## src/rtl/led_animator_multi.sv

```systemverilog
// rtl/led_animator_multi.sv - multi-pattern LED bank animator (chase/bounce/fill/blink) with internal step prescaler
// Optional LED_ANIM_LOOP_EN: a run ending with active still high restarts back-to-back on the same edge.
module led_animator_multi #(
  parameter int N_LEDS    = 5,
  parameter int TICK_DIV  = 4,
  parameter int RUN_STEPS = 10
) (
  input  logic              clk,
  input  logic              reset,
  input  logic              active,
  input  logic [1:0]        mode,
  output logic [N_LEDS-1:0] led,
  output logic              busy,
  output logic              done
);

  localparam int TW = $clog2(TICK_DIV + 1);
  localparam int SW = $clog2(RUN_STEPS + 1);
  localparam int PW = $clog2(N_LEDS + 1);

  localparam logic [TW-1:0] TICK_LAST = TW'(TICK_DIV - 1);
  localparam logic [SW-1:0] STEP_LAST = SW'(RUN_STEPS - 1);
  localparam logic [PW-1:0] POS_LAST  = PW'(N_LEDS - 1);

  localparam logic [1:0] M_CHASE  = 2'd0;
  localparam logic [1:0] M_BOUNCE = 2'd1;
  localparam logic [1:0] M_FILL   = 2'd2;
  localparam logic [1:0] M_BLINK  = 2'd3;

  localparam logic [N_LEDS-1:0] ONE  = 1;
  localparam logic [N_LEDS-1:0] ONES = '1;

  typedef enum logic {
    S_IDLE,
    S_RUN
  } state_t;

  state_t            state, state_n;
  logic [TW-1:0]     tick, tick_n;
  logic [SW-1:0]     step, step_n;
  logic [PW-1:0]     pos, pos_n, pos_adv;
  logic              dir, dir_n, dir_adv;
  logic [1:0]        mode_q, mode_n;
  logic              active_q;
  logic [N_LEDS-1:0] led_n;
  logic              busy_n, done_n;
  logic              rise, start;

  assign rise = active & ~active_q;

  // odd selects the dark phase of BLINK; bar for FILL is p+1 ones from bit0
  function automatic logic [N_LEDS-1:0] pattern(input logic [1:0] m,
                                                input logic [PW-1:0] p,
                                                input logic odd);
    case (m)
      M_BLINK: pattern = odd ? '0 : ONES;
      M_FILL:  pattern = ~(ONES << (p + PW'(1)));
      M_CHASE: pattern = ONE << p;
      default: pattern = ONE << p;
    endcase
  endfunction

  // Position after the current step; dir=1 means BOUNCE is travelling down
  always_comb begin
    pos_adv = pos;
    dir_adv = dir;
    if (mode_q == M_BOUNCE) begin
      if (!dir) begin
        if (pos == POS_LAST) begin
          pos_adv = pos - PW'(1);
          dir_adv = 1'b1;
        end else begin
          pos_adv = pos + PW'(1);
        end
      end else begin
        if (pos == '0) begin
          pos_adv = pos + PW'(1);
          dir_adv = 1'b0;
        end else begin
          pos_adv = pos - PW'(1);
        end
      end
    end else begin
      pos_adv = (pos == POS_LAST) ? '0 : pos + PW'(1);
    end
  end

  always_comb begin
    state_n = state;
    tick_n  = tick;
    step_n  = step;
    pos_n   = pos;
    dir_n   = dir;
    mode_n  = mode_q;
    led_n   = led;
    busy_n  = busy;
    done_n  = 1'b0;
    start   = rise;

    if (!rise && state == S_RUN) begin
      if (tick != TICK_LAST) begin
        tick_n = tick + TW'(1);
      end else if (step != STEP_LAST) begin
        tick_n = '0;
        step_n = step + SW'(1);
        pos_n  = pos_adv;
        dir_n  = dir_adv;
        led_n  = pattern(mode_q, pos_adv, step_n[0]);
      end else begin
        state_n = S_IDLE;
        tick_n  = '0;
        step_n  = '0;
        pos_n   = '0;
        dir_n   = 1'b0;
        led_n   = '0;
        busy_n  = 1'b0;
        done_n  = 1'b1;
`ifdef LED_ANIM_LOOP_EN
        start   = active;
`endif
      end
    end

    // A rise wins over run end; in loop mode it also covers the back-to-back restart
    if (start) begin
      state_n = S_RUN;
      tick_n  = '0;
      step_n  = '0;
      pos_n   = '0;
      dir_n   = 1'b0;
      mode_n  = mode;
      busy_n  = 1'b1;
      led_n   = pattern(mode, '0, 1'b0);
    end
  end

  always_ff @(posedge clk or negedge reset) begin
    if (!reset) begin
      state    <= S_IDLE;
      tick     <= '0;
      step     <= '0;
      pos      <= '0;
      dir      <= 1'b0;
      mode_q   <= M_CHASE;
      active_q <= 1'b0;
      led      <= '0;
      busy     <= 1'b0;
      done     <= 1'b0;
    end else begin
      state    <= state_n;
      tick     <= tick_n;
      step     <= step_n;
      pos      <= pos_n;
      dir      <= dir_n;
      mode_q   <= mode_n;
      active_q <= active;
      led      <= led_n;
      busy     <= busy_n;
      done     <= done_n;
    end
  end

endmodule
```

## config.mk

```make
export PLATFORM = sky130hd
export DESIGN_NAME = led_animator_multi
export DESIGN_NICKNAME = d
export VERILOG_FILES = /design/src/rtl/led_animator_multi.sv
export SDC_FILE = /design/constraint.sdc
export NUM_CORES = 1
export LEC_CHECK = 0
export BUFFER_PORTS_ARGS = -buffer_cell sky130_fd_sc_hd__buf_2
export CORE_ASPECT_RATIO = 0.8
export CORE_MARGIN = 1.5
export CORE_UTILIZATION = 59
export DETAILED_ROUTE_END_ITERATION = 6
export PLACE_DENSITY = 0.87
export SETUP_SLACK_MARGIN = 0.15
export SLEW_MARGIN = 0
export SYNTH_ARGS = -nofsm -noshare
export SYNTH_HDL_FRONTEND = slang
export SYNTH_SLANG_ARGS = --single-unit
```

## constraint.sdc

```tcl
create_clock -name clk -period 3.11 [get_ports clk]
set_input_delay 0.4665 -clock clk [delete_from_list [all_inputs] [get_ports clk]]
set_output_delay 0.4665 -clock clk [all_outputs]
set_load 0.03 [all_outputs]
```

==> implementation parameters <==
Parameter                              Value

Outcome
  Outcome ... completed

Logic synthesis
  Number of storage elements in the synthesis netlist ... 21
  Portion of synthesized cell area occupied by the leading cell type ... 35.6%
  Top post-synthesis cells by count ... dfrtp_1, nand2_1, ha_1
  Number of distinct library cells after synthesis ... 44
  Count of flip-flops with a built-in enable after synthesis ... 0
  Synth Net Count ... 171
  Combined area of all synthesized cells ... 0.00148 mm²
  Post-Synthesis Cells ... 152
  FFs w/ async S/R, synth ... 100%
  Number of warnings printed during yosys synthesis ... 0
  Top-count cell post-synth ... dfrtp_1
  Most common flop cell mapped by yosys ... dfrtp_1
  Cell type with the largest total area after synthesis ... dfrtp_1
  Synth top area cells ... dfrtp_1, ha_1, nand2_1
  Average instance area after synthesis ... a little under 10 µm²
  Seq/Total Area, Yosys ... 35.6%

Die
  Standard cell core area ... roughly 0.0024 mm²
  Top Ports ... 12
  Die footprint ... 0.00282 mm²
  Number of rows in the core area ... 16
  Die W ... 59.0 µm
  Die extent in y ... 47.8 µm
  Initial cell density of the core ... 61.5%

Critical path
  Required time worst endpoint ... between 3 and 4 ns
  Arrival time reported for the critical path endpoint ... a little under 3 ns
  Startpoint type of the worst setup path ... flip-flop
  Worst r2r dst ... led[1]$_DFFE_PN0P_
  Nature of the critical path endpoint ... flip-flop
  Worst Reg2Reg Path Length in Cells ... 13
  Type of the worst setup path ... flip-flop to flip-flop
  Setup slack, reg-to-reg ... 0.39 ns
  Peak fanout along the critical path ... 5
  Launching point of the worst reg2reg path ... pos[0]$_DFFE_PN0P_

STA
  Transition at the pin with the smallest max-transition slack ... about 0.47 ns
  Setup-violating endpoint count in the final report ... 0
  Worst hold slack after final layout ... between 0.09 and 0.1 ns
  Final clock period utilization by the worst path ... between 80 and 90%
  Worst slew slack as a fraction of its limit ... 68.3%
  Post-route worst setup slack ... 0.388 ns
  Tmin final ... 2.72 ns
  Number of max-slew violations in the final report ... 0
  Unrepaired setup endpoints after global routing ... false
  TNS Setup ... 0 ns
  Peak Freq ... 367 MHz
  Worst-case clock skew ... between 0.01 and 0.015 ns
  Final count of hold timing violations ... 0

Cells and area
  Finished Cell Area ... 0.00155 mm²
  Area growth syn-to-layout ... 5.17%
  Post-route core utilization ... approximately 65%
  Proportion of layout cells with a drive suffix above 1 ... between 10% and 20%
  Non-filler cells, final ... 190
  Diodes inserted ... 0
  Final Net Count ... 183

Clocking
  Total of hold buffers inserted after clock tree synthesis ... 0
  Sink count of the clock tree ... 21
  Max clock buf depth ... 2
  Clock buffer count from CTS ... 3
  Total of cells resized after clock tree synthesis ... 0
  Clock latency at the later pin of the worst-skew pair ... 0.31 ns
  Clock-pin slew on the worst setup and hold paths ... 0.13 ns
  Post-CTS setup buffer count ... 0
  CTS root buffer ... clkbuf_4
  H-tree depth ... 1
  TritonCTS clock tree ... done

Run
  Maximum capacitance violations ... 0

Power
  Power per standard cell area ... 966 mW/mm²
  Sum of internal, switching and leakage power ... 1.50 mW
  Worst IR drop on VDD ... 0.522 mV
  Lkg Pwr ... 0.718 nW

Route
  Detailed-route DRC error count ... 0
  Violation count after the first detailed-routing iteration ... roughly 50
  Top Layer Used ... met4
  Met3 layer wire length in the routed design ... 169 µm
  DR WL met2 ... roughly 1400 µm
  Post-detailed-routing wire length ... between 2000 and 3000 µm
  Via count of the routed design ... 1,188
  Routed length per instance ... 15.4 µm
  Number of optimization iterations in the first detailed-route pass ... 4
  Routed met1 length ... 1310 µm
  Vias per cell ... between 6 and 7
  Antenna-violating nets left ... 0

GRT
  Total global-route track usage ... 23.7%
  First-pass GRT wire length ... 4840 µm
  Remaining Overflow, GRT ... 0
  Number of antenna violations at the first check in global routing ... 0
  Maximum number of pins on one net before global-route repair ... 22
  Vias in the first global route ... 1,126

Placed design
  Placed Cells incl. Taps ... 186
  Placed wire-length estimate ... 2230 µm
  Cell area after placement ... 0.00153 mm²
  Number of port buffers ... 11
  Pre-CTS WS ... about 0.45 ns
  Final weighted congestion in routability-driven placement ... 0.824

Worst hold path
  Worst hold path type ... input port to asynchronous set/reset pin
## cell usage in the layout (no fill, tap or decap), types with 4 or more instances in the layout
master / n
dfrtp_1: 21
inv_1: 10
buf_2: 11
o2111ai_1: 4
a21oi_1: 5
nor2b_1: 4
nand2_1: 15
nand2b_1: 6
o21ai_0: 11
nand3_1: 4
ha_1: 14
nor2_1: 8
## metal layers
layer  global-route usage [%]  vias to the layer above
met2                     39.6                       40
met3                     7.30                        8
li1                         -                      568
met5                        0                        -
met4                     12.7                        0
met1                     28.2                      572
## worst max path at each step
stage	startpoint	slack (ns)	cells past startpoint	end
floorplan	pos[0]$_DFFE_PN0P_	0.63	12	led[1]$_DFFE_PN0P_
global placement	pos[0]$_DFFE_PN0P_	0.63	13	led[1]$_DFFE_PN0P_
detailed placement	pos[0]$_DFFE_PN0P_	0.45	13	led[1]$_DFFE_PN0P_
CTS	pos[0]$_DFFE_PN0P_	0.40	13	led[1]$_DFFE_PN0P_
global route	pos[0]$_DFFE_PN0P_	0.21	13	led[1]$_DFFE_PN0P_
finish	pos[0]$_DFFE_PN0P_	0.39	13	led[1]$_DFFE_PN0P_
## worst max-delay path: stages, from the launching register on
cell and delay, ns:
dfrtp_1 0.40, inv_1 0.09, ha_1 0.35, xor2_1 0.17, o22ai_1 0.09, a21oi_1 0.12, buf_4 0.15, ha_1 0.21
inv_1 0.06, ha_1 0.26, nor2b_1 0.15, o221ai_1 0.25, o2111ai_1 0.16, o211ai_1 0.17
## state kept, by name, indices dropped and copies added (netlist names)
| register | count |
|---|---|
| dir | 1 |
| pos | 3 |
| led | 5 |
| tick | 3 |
| step | 4 |
| active_q | 1 |
| done | 1 |
| mode_q | 2 |
| state | 1 |
## area by class of cell
cell class	instances	area (µm²)
fillers	198	848
repair buffers	13	70.1
clock buffers	3	22.5
multi-input cells	114	856
inverters	11	41.3
well taps	27	33.8
flip-flops and latches	21	526
clock inverters	1	5.00
## logic make-up (layout without fill, tap and decap cells)
| group | Yosys count | after routing | share of synthesized area (%) |
|---|---|---|---|
| xor gates and xnor gates | 1 | 1 | 0.593 |
| buffers and inverters | 17 | 28 | 6.52 |
| DFF | 21 | 21 | 35.6 |
| AOI/OAI and AO/OA | 41 | 41 | 21.0 |
| and+or+nand+nor | 55 | 55 | 22.4 |
| adders and majority gates | 14 | 14 | 11.9 |
| muxes | 3 | 3 | 2.03 |
## power breakdown
| part | total (mW) | internal [mW] | switching (mW) |
|---|---|---|---|
| logic | 0.898 | 0.356 | 0.541 |
| registers | 0.469 | 0.366 | 0.103 |
| clock network | 0.134 | 0.0481 | 0.0857 |
(Power assumes the default switching activity.)
